## config.mk

```make
export PLATFORM = sky130hd
export DESIGN_NAME = alu_exec
export DESIGN_NICKNAME = d
export VERILOG_FILES = /design/src/rtl/alu_pkg.sv /design/src/rtl/mul_seq.sv /design/src/rtl/alu_exec.sv
export SDC_FILE = /design/constraint.sdc
export NUM_CORES = 1
export LEC_CHECK = 0
export CORE_MARGIN = 10
export CORE_UTILIZATION = 32
export CTS_CLUSTER_SIZE = 24
export DETAILED_ROUTE_END_ITERATION = 10
export PLACE_DENSITY = 0.54
export SETUP_SLACK_MARGIN = 0.2
export SKIP_LAST_GASP = 1
export SYNTH_ARGS = -nofsm -noshare
export SYNTH_HDL_FRONTEND = slang
export SYNTH_SLANG_ARGS = --single-unit
```

## constraint.sdc

```tcl
create_clock -name clk -period 5.7 [get_ports clk]
set_input_delay 1.14 -clock clk [delete_from_list [all_inputs] [get_ports clk]]
set_output_delay 1.14 -clock clk [all_outputs]
set_load 0.05 [all_outputs]
```

## src/rtl/alu_pkg.sv

```systemverilog
// alu_pkg: definitions shared by the ALU decoder, alu_exec and mul_seq.
//   - ALUControl operation codes (3 bits).
//   - FSM state encoding for alu_exec.
//   - is_legal_code(): returns 1 for every supported operation code.
package alu_pkg;

  localparam logic [2:0] ALU_AND = 3'b000;
  localparam logic [2:0] ALU_OR  = 3'b001;
  localparam logic [2:0] ALU_ADD = 3'b010;
  localparam logic [2:0] ALU_MUL = 3'b011;
  localparam logic [2:0] ALU_SUB = 3'b110;
  localparam logic [2:0] ALU_SLT = 3'b111;

  typedef enum logic [1:0] {
    S_IDLE = 2'd0,
    S_MUL  = 2'd1,
    S_DONE = 2'd2
  } state_t;

  // Codes 100 and 101 are reserved by the decoder and never legal here.
  function automatic logic is_legal_code(input logic [2:0] code);
    logic legal;
    case (code)
      ALU_AND, ALU_OR, ALU_ADD, ALU_MUL, ALU_SUB, ALU_SLT: legal = 1'b1;
      default:                                           legal = 1'b0;
    endcase
    return legal;
  endfunction

endpackage

```

## src/rtl/mul_seq.sv

```systemverilog
// mul_seq: sequential shift-add multiplier, one iteration per clock.
//   clk, reset : clock, asynchronous active-high reset
//   start      : load operands and begin MUL_ITER iterations
//   op_a, op_b : multiplicand / multiplier, sampled when start=1
//   done       : high during the cycle whose rising edge performs the last
//                iteration; product is valid in that same cycle
//   product    : low WIDTH bits of the unsigned product
module mul_seq #(
  parameter int WIDTH    = 32,
  parameter int MUL_ITER = 32
) (
  input  logic             clk,
  input  logic             reset,
  input  logic             start,
  input  logic [WIDTH-1:0] op_a,
  input  logic [WIDTH-1:0] op_b,
  output logic             done,
  output logic [WIDTH-1:0] product
);

  localparam int CNT_W = $clog2(MUL_ITER + 1);

  logic [WIDTH-1:0] a_r;
  logic [WIDTH-1:0] b_r;
  logic [WIDTH-1:0] acc_r;
  logic [CNT_W-1:0] cnt_r;
  logic [WIDTH-1:0] sum_s;

  // One shift-add step: add the shifted multiplicand when the current
  // multiplier LSB is set. Exposed directly so the final step can be
  // captured by the consumer on the same edge it completes.
  always_comb begin
    if (b_r[0]) begin
      sum_s = acc_r + a_r;
    end else begin
      sum_s = acc_r;
    end
  end

  assign product = sum_s;
  assign done    = (cnt_r == CNT_W'(1));

  // Operand capture on start, then iterate until the counter drains.
  always_ff @(posedge clk or posedge reset) begin
    if (reset) begin
      a_r   <= {WIDTH{1'b0}};
      b_r   <= {WIDTH{1'b0}};
      acc_r <= {WIDTH{1'b0}};
      cnt_r <= {CNT_W{1'b0}};
    end else if (start) begin
      a_r   <= op_a;
      b_r   <= op_b;
      acc_r <= {WIDTH{1'b0}};
      cnt_r <= CNT_W'(MUL_ITER);
    end else if (cnt_r != {CNT_W{1'b0}}) begin
      acc_r <= sum_s;
      a_r   <= {a_r[WIDTH-2:0], 1'b0};
      b_r   <= {1'b0, b_r[WIDTH-1:1]};
      cnt_r <= cnt_r - CNT_W'(1);
    end
  end

endmodule

```

## src/rtl/alu_exec.sv

```systemverilog
// alu_exec: valid/ready ALU execution stage.
//   clk, reset           : clock, asynchronous active-high reset
//   in_valid / in_ready  : request handshake (ready only in IDLE)
//   ALUControl, SrcA/B   : operation code and operands, captured on accept
//   out_valid / out_ready: result handshake; outputs hold while stalled
//   ALUResult            : registered result
//   Zero                 : ALUResult == 0
//   Illegal              : accepted code was unsupported (result forced 0)
// Single-cycle ops complete on the accepting edge; MUL runs in mul_seq.
module alu_exec
  import alu_pkg::*;
#(
  parameter int WIDTH    = 32,
  parameter int MUL_ITER = 32
) (
  input  logic             clk,
  input  logic             reset,
  input  logic             in_valid,
  output logic             in_ready,
  input  logic [2:0]       ALUControl,
  input  logic [WIDTH-1:0] SrcA,
  input  logic [WIDTH-1:0] SrcB,
  output logic             out_valid,
  input  logic             out_ready,
  output logic [WIDTH-1:0] ALUResult,
  output logic             Zero,
  output logic             Illegal
);

  state_t           state_r;
  logic             in_ready_r;
  logic             out_valid_r;
  logic [WIDTH-1:0] result_r;
  logic             illegal_r;

  logic             accept_s;
  logic             mul_start_s;
  logic             slt_s;
  logic [WIDTH-1:0] alu_res_s;
  logic             mul_done_s;
  logic [WIDTH-1:0] mul_product_s;

  assign accept_s    = in_valid & in_ready_r;
  assign mul_start_s = accept_s & (ALUControl == ALU_MUL);
  assign slt_s       = ($signed(SrcA) < $signed(SrcB));

  // Single-cycle datapath; MUL and illegal codes yield zero here.
  always_comb begin
    alu_res_s = {WIDTH{1'b0}};
    case (ALUControl)
      ALU_ADD: alu_res_s = SrcA + SrcB;
      ALU_SUB: alu_res_s = SrcA - SrcB;
      ALU_AND: alu_res_s = SrcA & SrcB;
      ALU_OR:  alu_res_s = SrcA | SrcB;
      ALU_SLT: alu_res_s = {{(WIDTH-1){1'b0}}, slt_s};
      default: alu_res_s = {WIDTH{1'b0}};
    endcase
  end

  mul_seq #(
    .WIDTH    (WIDTH),
    .MUL_ITER (MUL_ITER)
  ) u_mul (
    .clk     (clk),
    .reset   (reset),
    .start   (mul_start_s),
    .op_a    (SrcA),
    .op_b    (SrcB),
    .done    (mul_done_s),
    .product (mul_product_s)
  );

  // Control FSM with registered handshake and result outputs.
  always_ff @(posedge clk or posedge reset) begin
    if (reset) begin
      state_r     <= S_IDLE;
      in_ready_r  <= 1'b1;
      out_valid_r <= 1'b0;
      result_r    <= {WIDTH{1'b0}};
      illegal_r   <= 1'b0;
    end else begin
      case (state_r)
        S_IDLE: begin
          if (accept_s) begin
            in_ready_r <= 1'b0;
            if (ALUControl == ALU_MUL) begin
              state_r <= S_MUL;
            end else begin
              state_r     <= S_DONE;
              out_valid_r <= 1'b1;
              result_r    <= alu_res_s;
              illegal_r   <= ~is_legal_code(ALUControl);
            end
          end
        end
        S_MUL: begin
          // done is asserted in the cycle of the final iteration, so the
          // product is taken on the same edge that completes it.
          if (mul_done_s) begin
            state_r     <= S_DONE;
            out_valid_r <= 1'b1;
            result_r    <= mul_product_s;
            illegal_r   <= 1'b0;
          end
        end
        S_DONE: begin
          if (out_ready) begin
            state_r     <= S_IDLE;
            in_ready_r  <= 1'b1;
            out_valid_r <= 1'b0;
          end
        end
        default: begin
          state_r     <= S_IDLE;
          in_ready_r  <= 1'b1;
          out_valid_r <= 1'b0;
        end
      endcase
    end
  end

  assign in_ready  = in_ready_r;
  assign out_valid = out_valid_r;
  assign ALUResult = result_r;
  assign Illegal   = illegal_r;
  assign Zero      = (result_r == {WIDTH{1'b0}});

endmodule

```

==> results.yml, run 1 <==
floorplanning:
  die_w_um: 221
  fp.dieArea_um2: 48900
  ios: 107
  die_y_um: 221
  core.rowCount: 73
  start_util: 0.324
  core_area_um2: 39900
routing:
  route.met3.wl_um: 3040
  ant_nets: 0
  top_layer_used: "met4"
  wirelength_um: 47400
  via_per_inst: 5.56
  drt_iter0_drc: 996
  wire_per_inst_um: 20.9
  drc_errors: 0
  first_pass_iters: 5
  vias: 12600
  wirelength_met1_um: 22300
  met2_length_um: 21000
yosys:
  synth_seq_cells: 139
  synth_ff_type: "dfrtp_1"
  ys_warn_count: 0
  synth_area_per_cell_um2: 7.74
  netlist_top_cells_count: "nand2_1, nor2_1, ha_1"
  async_flop_share: 1.00
  ys_seq_area_frac: 0.269
  synth_top_area_cell: "dfrtp_1"
  synth_edf_count: 0
  synth_fp_nets: 1891
  yosysMostFrequentCell: "nand2_1"
  synth_cells: 1673
  syn_area_um2: 12900
  synth_area_leaders: "dfrtp_1, ha_1, nand2_1, nor2_1, a21oi_1"
  synth_cell_types: 91
  synth_top_area_frac: 0.267
setup_path:
  setup.worst_path.start_class: "input port"
  path_class: "input port to register"
  cp_max_fo: 5
  worst-path-buf-inv: 2
  crit_path_max_incr_delay_ns: 0.62
  cp_top_family: "compound AO/OA/AOI/OAI gates"
  crit_chain: "clkdlybuf4s50_1, inv_1, ha_1, o21bai_1, o211ai_2, a311oi_2, a21oi_2, or3_4, a2111oi_2, o21ai_0, nand2_1, o31ai_1, o32a_1"
  cpMaxStageDelayCell: "clkdlybuf4s50_1"
  end_kind: "register"
  critical_path_arrival_ns: 4.94
  cp.required_ns: 6.05
timing:
  finalHoldViolCount: 0
  grt_setup_unrepaired: "false"
  max_freq_mhz: 218
  drv_slew: 0
  fin_crit_ns: 4.59
  setup_tns_ns: 0
  worst_pin_slew_ns: 0.971
  slew_headroom: 0.352
  skew_ns: 0.0170
  period_share: 0.806
  final-setup-viol-count: 0
grt:
  grt_overflow: 0
  grt_pass1_vias: 12000
  grt_pass1_wl_um: 73400
  track_usage: 0.188
  antenna_found_initial: 0
  grt_max_degree: 75
pwr:
  vdd_ir_drop_max_mv: 0.234
  p_per_area_nw_per_um2: 182
  p_leak_nw: 6.74
  power.total_w: 0.00274
placed_design:
  port_buffers: 106
  gp_congestion: 0.971
  dp_hpwl_um: 36300
clocking:
  root_buffer: "clkbuf_16"
  post_cts_buffers: 0
  numCtsBuffers: 17
  ctsResizeCount: 0
  hold_buffers: 0
  clkLatencyLatePin_ns: 0.47
  clk_pin_slew_worst_paths_ns: 0.07
  cts_tree: "done"
  cts_num_sinks: 139
  cts_buffer_depth: 2
  ctsHtreeMaxLevel: 4
final_layout:
  syn2layout_area_growth_pct: 16.2
  final_nets: 1944
  diodes: 0
  layout-drive-gt1-share: 0.0587
job:
  maxCapViolations: 0
hold_path:
  worst_hold_path_type: "register to register"
status:
  status: "finished clean"
## placed cells by master, fill, tap and decap left out, types with 5 or more instances in the layout
cell type	instances
a31oi_1	79
a22oi_1	6
or4_1	5
buf_4	25
nor3_1	21
o21ai_0	79
nand4_1	13
o21ai_1	5
xor2_1	10
nor4_1	14
nor2_1	205
or3_1	7
o22a_1	5
o221ai_1	8
o211ai_1	14
nand3_1	23
o21a_1	15
clkbuf_16	17
xnor2_1	43
clkdlybuf4s50_1	104
and3_1	11
inv_1	107
a211o_1	9
o22ai_1	14
inv_6	7
o21bai_1	20
o31ai_1	14
a21oi_1	127
a221oi_1	7
mux2i_1	28
ha_1	144
nand2_1	216
and2_1	7
a21o_1	26
a211oi_1	39
nand2b_1	17
dfrtp_1	138
mux2_2	9
nor2b_1	8
## layer usage
metal  global-route usage  vias up
met4               0.0588        0
met1                0.259     6041
li1                     -     6049
met2                0.288      428
met3               0.0376       64
met5                    0        -
## cells by family (layout without fill, tap and decap cells)
kind of cell	after synthesis	in the layout	synth area share
buffers and inverters	208	274	0.0646
xor gates and xnor gates	53	53	0.0359
adders and majority gates	147	147	0.144
AOI/OAI and AO/OA	519	519	0.266
muxes	37	37	0.0295
DFF	139	139	0.269
and+or+nand+nor	570	570	0.192
## per-stage QoR
| step | utilization | hold slack [ns] | worst slack [ns] | area, um^2 | instances |
|---|---|---|---|---|---|
| CTS | 0.377 | 0.516 | 1.21 | 15000 | 2264 |
| global placement | 0.362 | 0.490 | 0.851 | 14500 | 2232 |
| global route | 0.377 | 0.527 | 0.914 | 15000 | 2264 |
| floorplan | - | 0.469 | 0.837 | 12900 | 1673 |
| finish | 0.377 | 0.514 | 1.11 | 15000 | 2264 |
| detailed placement | 0.362 | 0.502 | 0.727 | 14500 | 2232 |
## area by class of cell
cell class	instances	area, um^2
clock buffer	17	425
clock inverter	15	151
fill	4139	24900
inverter	111	424
multi-input combinational	1326	8660
sequential	139	3480
tap	525	657
timing repair buffer	131	1240
## where the power goes
group / switching, W / leakage (nW) / internal (W)
Sequential: 0 / 1.87 / 0.000986
Clock: 0.000528 / 0.273 / 0.000615
Combinational: 0.000382 / 4.60 / 0.000226
Total: 0.000910 / 6.74 / 0.00183
## final timing paths
kind | start | end | slack, ns | cells after the start
setup / recovery | SrcA[1] | ALUResult[29]$_DFFE_PP0P_ | 1.11 | 13
min in group asynchronous | reset | u_mul.cnt_r[4]$_DFFE_PP0P_ | 1.18 | 2
setup reg to reg | u_mul.a_r[0]$_DFFE_PP0P_ | ALUResult[20]$_DFFE_PP0P_ | 1.86 | 12
max in group asynchronous | reset | u_mul.a_r[12]$_DFFE_PP0P_ | 3.52 | 3
hold reg to reg | ALUResult[14]$_DFFE_PP0P_ | ALUResult[14]$_DFFE_PP0P_ | 0.51 | 2
hold / removal | ALUResult[14]$_DFFE_PP0P_ | ALUResult[14]$_DFFE_PP0P_ | 0.51 | 2
## sequential cells by signal, summed over array words and instances, names as in the netlist
signal       flops
ALUResult       32
u_mul.a_r       32
u_mul.acc_r     32
u_mul.b_r       32
u_mul.cnt_r      6
state_r          2
Illegal          1
in_ready         1
out_valid        1
## tightest hold or removal path, delay by kind of cell (launching register included)
kind,cells,cell delay (ns)
and+or+nand+nor,1,0.05
AOI/OAI and AO/OA,1,0.06
DFF,1,0.37
No activity file was read; power rests on OpenSTA's default activity.
==> run 2: changes to the inputs <==
--- a/config.mk
+++ b/config.mk
@@ -9,7 +9,7 @@
 export CORE_UTILIZATION = 32
 export CTS_CLUSTER_SIZE = 24
 export DETAILED_ROUTE_END_ITERATION = 10
-export PLACE_DENSITY = 0.54
+export PLACE_DENSITY = 0.56
 export SETUP_SLACK_MARGIN = 0.2
 export SKIP_LAST_GASP = 1
 export SYNTH_ARGS = -nofsm -noshare
==> constraint.sdc (replaced) <==
create_clock -name clk -period 3.8 [get_ports clk]
set_input_delay 0.76 -clock clk [delete_from_list [all_inputs] [get_ports clk]]
set_output_delay 0.76 -clock clk [all_outputs]
set_load 0.05 [all_outputs]
==> results.yml, run 2 (synthesis results as in run 1) <==
routing:
  drc_errors: 0
  wire_per_inst_um: 20.3
  drt_iter0_drc: 925
  vias: 13300
  via_per_inst: 5.35
  first_pass_iters: 5
  ant_nets: 0
  wirelength_um: 50600
clocking:
  clk_pin_slew_worst_paths_ns: 0.06
  hold_buffers: 0
  clkLatencyLatePin_ns: 0.44
  cts_num_sinks: 139
  root_buffer: "clkbuf_16"
  ctsHtreeMaxLevel: 4
  cts_buffer_depth: 2
  cts_tree: "done"
  numCtsBuffers: 17
timing:
  slew_headroom: 0.483
  grt_setup_unrepaired: "true"
  skew_ns: 0.00988
  setup_tns_ns: 0
  drv_slew: 0
  finalHoldViolCount: 0
  layout_setup_ws_ns: 0.274
  worst_pin_slew_ns: 0.774
  final-setup-viol-count: 0
  fin_crit_ns: 3.53
  max_freq_mhz: 284
  period_share: 0.928
setup_path:
  setup.worst_path.start_class: "input port"
  cpMaxStageDelayCell: "clkdlybuf4s50_1"
  crit_chain: "clkdlybuf4s50_1, inv_1, ha_4, o21bai_4, o211ai_2, a311oi_2, a21oi_2, or3_4, a2111oi_4, buf_4, o31a_2, xnor2_1, a221oi_1, o21bai_1"
  critical_path.endpoint: "ALUResult[31]$_DFFE_PP0P_"
  end_kind: "register"
  critPathLaunch: "SrcA[1]"
  critical_path_arrival_ns: 3.85
  r2r-start: "u_mul.a_r[0]$_DFFE_PP0P_"
  path_class: "input port to register"
  worst-path-buf-inv: 3
  crit_path_max_incr_delay_ns: 0.49
  regToRegSetupSlack_ns: 0.35
  rr_endpoint: "ALUResult[20]$_DFFE_PP0P_"
  path_depth: 14
  cp_top_family: "compound AO/OA/AOI/OAI gates"
  cp.required_ns: 4.13
  reg2reg_depth: 13
  cp_max_fo: 3
final_layout:
  fill_cells: 4054
  layout-drive-gt1-share: 0.201
  final_nets: 2176
  diodes: 0
  syn2layout_area_growth_pct: 33.2
  final_common_cell: "buf_4"
  final_area_um2: 17200
  layout_common_cells: "buf_4, nand2_1, nor2_1, dfrtp_1, ha_1"
  utilization: 0.432
floorplanning:
  ios: 107
  fp.dieArea_um2: 48900
  start_util: 0.324
  core_area_um2: 39900
  die_w_um: 221
  core.rowCount: 73
  die_y_um: 221
grt:
  track_usage: 0.200
  antenna_found_initial: 0
  grt_pass1_wl_um: 77900
  grt_max_degree: 73
  grt_overflow: 0
  grt_pass1_vias: 13000
hold_path:
  worst_hold_path_type: "register to register"
  hold_start: "Illegal$_DFFE_PP0P_"
job:
  maxCapViolations: 0
pwr:
  vdd_ir_drop_max_mv: 0.330
  p_per_area_nw_per_um2: 253
  p_leak_nw: 7.99
status:
  status: "finished clean"
placed_design:
  place_area_um2: 16200
  dp_hpwl_um: 40200
  port_buffers: 106
  gp_congestion: 0.965
  pre_cts_slack_ns: -0.403
-- run 2: cell types whose count changed in the layout (fill, tap and decap cells not counted), moves of 8 or more --
cell             change
buf_4              +227
ha_1                -17
o21ai_0              -8
inv_2                +8
a21oi_2              +9
clkdlybuf4s50_1     -10
a21oi_1              -9
dlymetal6s2s_1      +10
inv_1                -8
ha_4                +11
-- run 2: worst min path at each step --
stage / end / slack [ns] / cells after the start
finish: Illegal$_DFFE_PP0P_ / 0.50 / 2
global route: Illegal$_DFFE_PP0P_ / 0.55 / 2
CTS: Illegal$_DFFE_PP0P_ / 0.51 / 2
detailed placement: Illegal$_DFFE_PP0P_ / 0.50 / 2
global placement: u_mul.b_r[31]$_DFFE_PP0P_ / 0.49 / 2
floorplan: u_mul.b_r[31]$_DFFE_PP0P_ / 0.47 / 2
-- run 2: where the power goes --
| part | leakage [nW] | switching, W | internal (W) | total (W) |
|---|---|---|---|---|
| sequential | 1.87 | 0 | 0.00148 | 0.00148 |
| combinational | 5.85 | 0.000667 | 0.000560 | 0.00123 |
| clock | 0.266 | 0.000738 | 0.000921 | 0.00166 |
-- run 2: cell type report --
cell class,instances,area [um^2],area share
Inverter,111,423,0.0245
Clock buffer,19,443,0.0257
Multi-Input combinational cell,1326,9060,0.525
Clock inverter,13,119,0.00689
Sequential cell,139,3480,0.202
Timing Repair Buffer,363,3070,0.178
Tap cell,525,657,0.0381
-- run 2: worst register-to-register path: stages, from the launching register on --
cell      delay (ns)
dfrtp_1         0.41
ha_1            0.23
fa_2            0.37
a21oi_2         0.19
o211ai_1        0.14
a41o_1          0.32
and3_1          0.19
o41a_1          0.44
nor2_2          0.14
xnor2_1         0.08
mux2_2          0.30
a221oi_1        0.28
buf_4           0.18
o21ai_1         0.06
-- run 2: through the flow --
step                      power [W]  hold slack, ns  instances
after global placement      0.00265           0.489       2457
after CTS                   0.00434           0.511       2491
after global routing        0.00457           0.547       2496
after floorplan             0.00208           0.469       1673
final                       0.00436           0.505       2496
after detailed placement    0.00264           0.497       2457
-- run 2: layer usage --
metal | vias up | GRT usage | share of wire
li1 | 6512 | - | -
met1 | 6396 | 0.281 | 0.48
met2 | 386 | 0.309 | 0.45
met3 | 49 | 0.0283 | 0.049
met4 | 0 | 0.0561 | 0.020
met5 | - | 0 | 0
-- run 2: repair_timing --
| item | in CTS | in global routing |
|---|---|---|
| gates cloned | 0 | 0 |
| gates resized for setup | 15 | 80 |
| setup buffers | 2 | 5 |
| setup endpoints to repair | 10 | 20 |
| pin swaps | 14 | 32 |
==> run 3: changes to the inputs <==
--- a/config.mk
+++ b/config.mk
@@ -5,13 +5,16 @@
 export SDC_FILE = /design/constraint.sdc
 export NUM_CORES = 1
 export LEC_CHECK = 0
+export CAP_MARGIN = 20
 export CORE_MARGIN = 10
 export CORE_UTILIZATION = 32
 export CTS_CLUSTER_SIZE = 24
 export DETAILED_ROUTE_END_ITERATION = 10
 export PLACE_DENSITY = 0.56
+export REMOVE_ABC_BUFFERS = 1
 export SETUP_SLACK_MARGIN = 0.2
 export SKIP_LAST_GASP = 1
 export SYNTH_ARGS = -nofsm -noshare
 export SYNTH_HDL_FRONTEND = slang
+export SYNTH_HIERARCHICAL = 1
 export SYNTH_SLANG_ARGS = --single-unit
==> results.yml, run 3 <==
yosys:
  synth_edf_count: 0
  synth_ff_type: "dfrtp_1"
  synth_seq_cells: 139
  synth_cells: 1696
  ys_warn_count: 6
  syn_area_um2: 13600
  netlist_top_cells_count: "nand2_1, a21oi_1, nor2_1"
  ys_seq_area_frac: 0.256
  synth_top_area_frac: 0.254
  synth_area_per_cell_um2: 8.03
  async_flop_share: 1.00
  synth_cell_types: 101
  synth_area_leaders: "dfrtp_1, ha_1, a21oi_1, mux2i_1, nand2_1"
  yosysMostFrequentCell: "nand2_1"
  synth_top_area_cell: "dfrtp_1"
clocking:
  cts_num_sinks: 139
  cts_buffer_depth: 2
  root_buffer: "clkbuf_16"
  clkLatencyLatePin_ns: 0.46
  clk_pin_slew_worst_paths_ns: 0.07
  cts_tree: "done"
  numCtsBuffers: 17
  hold_buffers: 0
  ctsHtreeMaxLevel: 4
grt:
  grt_overflow: 0
  grt_pass1_vias: 13200
  grtUsageMet2: 0.313
  grt_pass1_wl_um: 78800
  antenna_found_initial: 1
  grtUsageMet1: 0.276
  grt_busiest_layer: "met2"
  gr-usage-met3: 0.0240
  track_usage: 0.200
  grt_max_degree: 82
timing:
  max_freq_mhz: 286
  fin_crit_ns: 3.50
  worst_pin_slew_ns: 0.716
  finalHoldViolCount: 0
  grt_setup_unrepaired: "true"
  setup_tns_ns: 0
  slew_headroom: 0.522
  period_share: 0.921
  final-setup-viol-count: 0
  skew_ns: 0.0124
  drv_slew: 0
floorplanning:
  fp.dieArea_um2: 51200
  die_y_um: 226
  start_util: 0.324
  core.rowCount: 75
  ios: 107
  die_w_um: 226
  core_area_um2: 42000
routing:
  ant_nets: 0
  vias: 13400
  wire_per_inst_um: 20.8
  drt_iter0_drc: 1060
  first_pass_iters: 5
  via_per_inst: 5.41
  wirelength_um: 51600
  drc_errors: 0
final_layout:
  layout_common_cells: "buf_4, nand2_1, nor2_1, a21oi_1, dfrtp_1"
  final_nets: 2149
  diodes: 0
  syn2layout_area_growth_pct: 26.3
  fin_cells: 2482
  layout-drive-gt1-share: 0.168
  final_common_cell: "buf_4"
  fill_cells: 4282
pwr:
  internal_power_w: 0.00401
  p_leak_nw: 7.78
  combPwrFrac: 0.462
  vdd_ir_drop_max_mv: 0.350
  swShare: 0.432
  p_per_area_nw_per_um2: 410
  clkPwrFrac: 0.242
  p_seq_frac: 0.296
  p_sw_w: 0.00304
setup_path:
  end_kind: "register"
  cp_max_fo: 4
  cp.required_ns: 4.14
  setup.worst_path.start_class: "register"
  path_class: "register to register"
  critical_path_arrival_ns: 3.84
job:
  maxCapViolations: 0
status:
  status: "finished clean"
placed_design:
  dp_hpwl_um: 41500
  port_buffers: 106
  dp.cells: 2449
  gp_congestion: 0.947
hold_path:
  worst_hold_path_type: "register to register"
run 3: changes by cell type in the layout (fill, tap and decap cells not counted), moves of 11 or more:
cell      before  now
o21ai_0       71  119
a221oi_1       6   19
a21oi_1      118  148
nand2_1      215  187
mux2_2         9   22
mux2i_1       28   72
buf_4        252  201
inv_1         99  119
nor2_1       201  149
a31oi_1       78   20
a211oi_1      37   15
ha_4          11    0
run 3: cells by family after synthesis:
group           count (synthesis)  share of synthesized area
compound gates                538                      0.261
simple gates                  507                      0.172
buf+inv                       218                     0.0689
fa+ha+maj                     147                      0.137
flops                         139                      0.256
mux                            96                     0.0731
xor+xnor                       51                     0.0328
run 3: layer usage:
metal | vias to the layer above | part of all wire
met1 | 6478 | 0.48
li1 | 6537 | -
met2 | 343 | 0.45
met5 | - | 0.00033
met3 | 76 | 0.039
met4 | 2 | 0.029
run 3: worst max-delay path: stages (launching register included):
cell,delay [ns]
dfrtp_1,0.40
ha_2,0.21
fa_2,0.36
a21oi_2,0.16
o21ai_1,0.12
o21ai_2,0.25
nand2_1,0.13
a311oi_2,0.33
buf_4,0.18
nor3b_2,0.05
nand4_1,0.11
nand3b_1,0.18
a221oi_2,0.39
nor3b_2,0.27
mux2_4,0.20
o31ai_4,0.05
run 3: repair_timing:
action                     4_1_cts  5_1_grt
pin swaps                        0        9
hold endpoints to repair         0        0
setup endpoints to repair        3       14
setup buffers                    0        2
resized for setup                5       29
run 3: area by class of cell:
class / count / area (um^2) / area share
Clock inverter: 13 / 136 / 0.00793
Tap cell: 539 / 674 / 0.0392
Timing Repair Buffer: 312 / 2660 / 0.155
Clock buffer: 18 / 429 / 0.0250
Sequential cell: 139 / 3480 / 0.202
Multi-Input combinational cell: 1339 / 9360 / 0.544
Inverter: 122 / 460 / 0.0268
run 3: per-stage QoR:
stage / cell area (um^2) / worst slack [ns] / hold slack, ns / power (W) / util
after floorplan: 13100 / -6.97 / 0.473 / 0.00413 / -
final: 17200 / 0.300 / 0.512 / 0.00705 / 0.409
after global placement: 16500 / -0.235 / 0.489 / 0.00525 / 0.392
after detailed placement: 16500 / -0.292 / 0.504 / 0.00530 / 0.392
after CTS: 17100 / 0.208 / 0.518 / 0.00703 / 0.406
after global routing: 17200 / 0.133 / 0.545 / 0.00744 / 0.409
run 3: final timing paths:
path / from / to / slack, ns / depth (start not counted)
min in group asynchronous: reset / u_mul/acc_r[2]$_DFFE_PP0P_ / 0.68 / 2
max in group asynchronous: reset / u_mul/b_r[30]$_DFFE_PP0P_ / 2.35 / 3
max: u_mul/a_r[0]$_DFFE_PP0P_ / ALUResult[30]$_DFFE_PP0P_ / 0.30 / 15
min: u_mul/cnt_r[4]$_DFFE_PP0P_ / u_mul/cnt_r[4]$_DFFE_PP0P_ / 0.51 / 2
min reg2reg: u_mul/cnt_r[4]$_DFFE_PP0P_ / u_mul/cnt_r[4]$_DFFE_PP0P_ / 0.51 / 2
max reg2reg: u_mul/a_r[0]$_DFFE_PP0P_ / ALUResult[30]$_DFFE_PP0P_ / 0.30 / 15
run 3: power by group through the flow:
stage / registers, W / logic [W] / clock network [W]
6_report: 0.00209 / 0.00326 / 0.00171
5_1_grt: 0.00212 / 0.00352 / 0.00180
4_1_cts: 0.00209 / 0.00320 / 0.00174
3_5_place_dp: 0.00211 / 0.00319 / 0
3_3_place_gp: 0.00210 / 0.00315 / 0
2_1_floorplan: 0.00231 / 0.00182 / 0
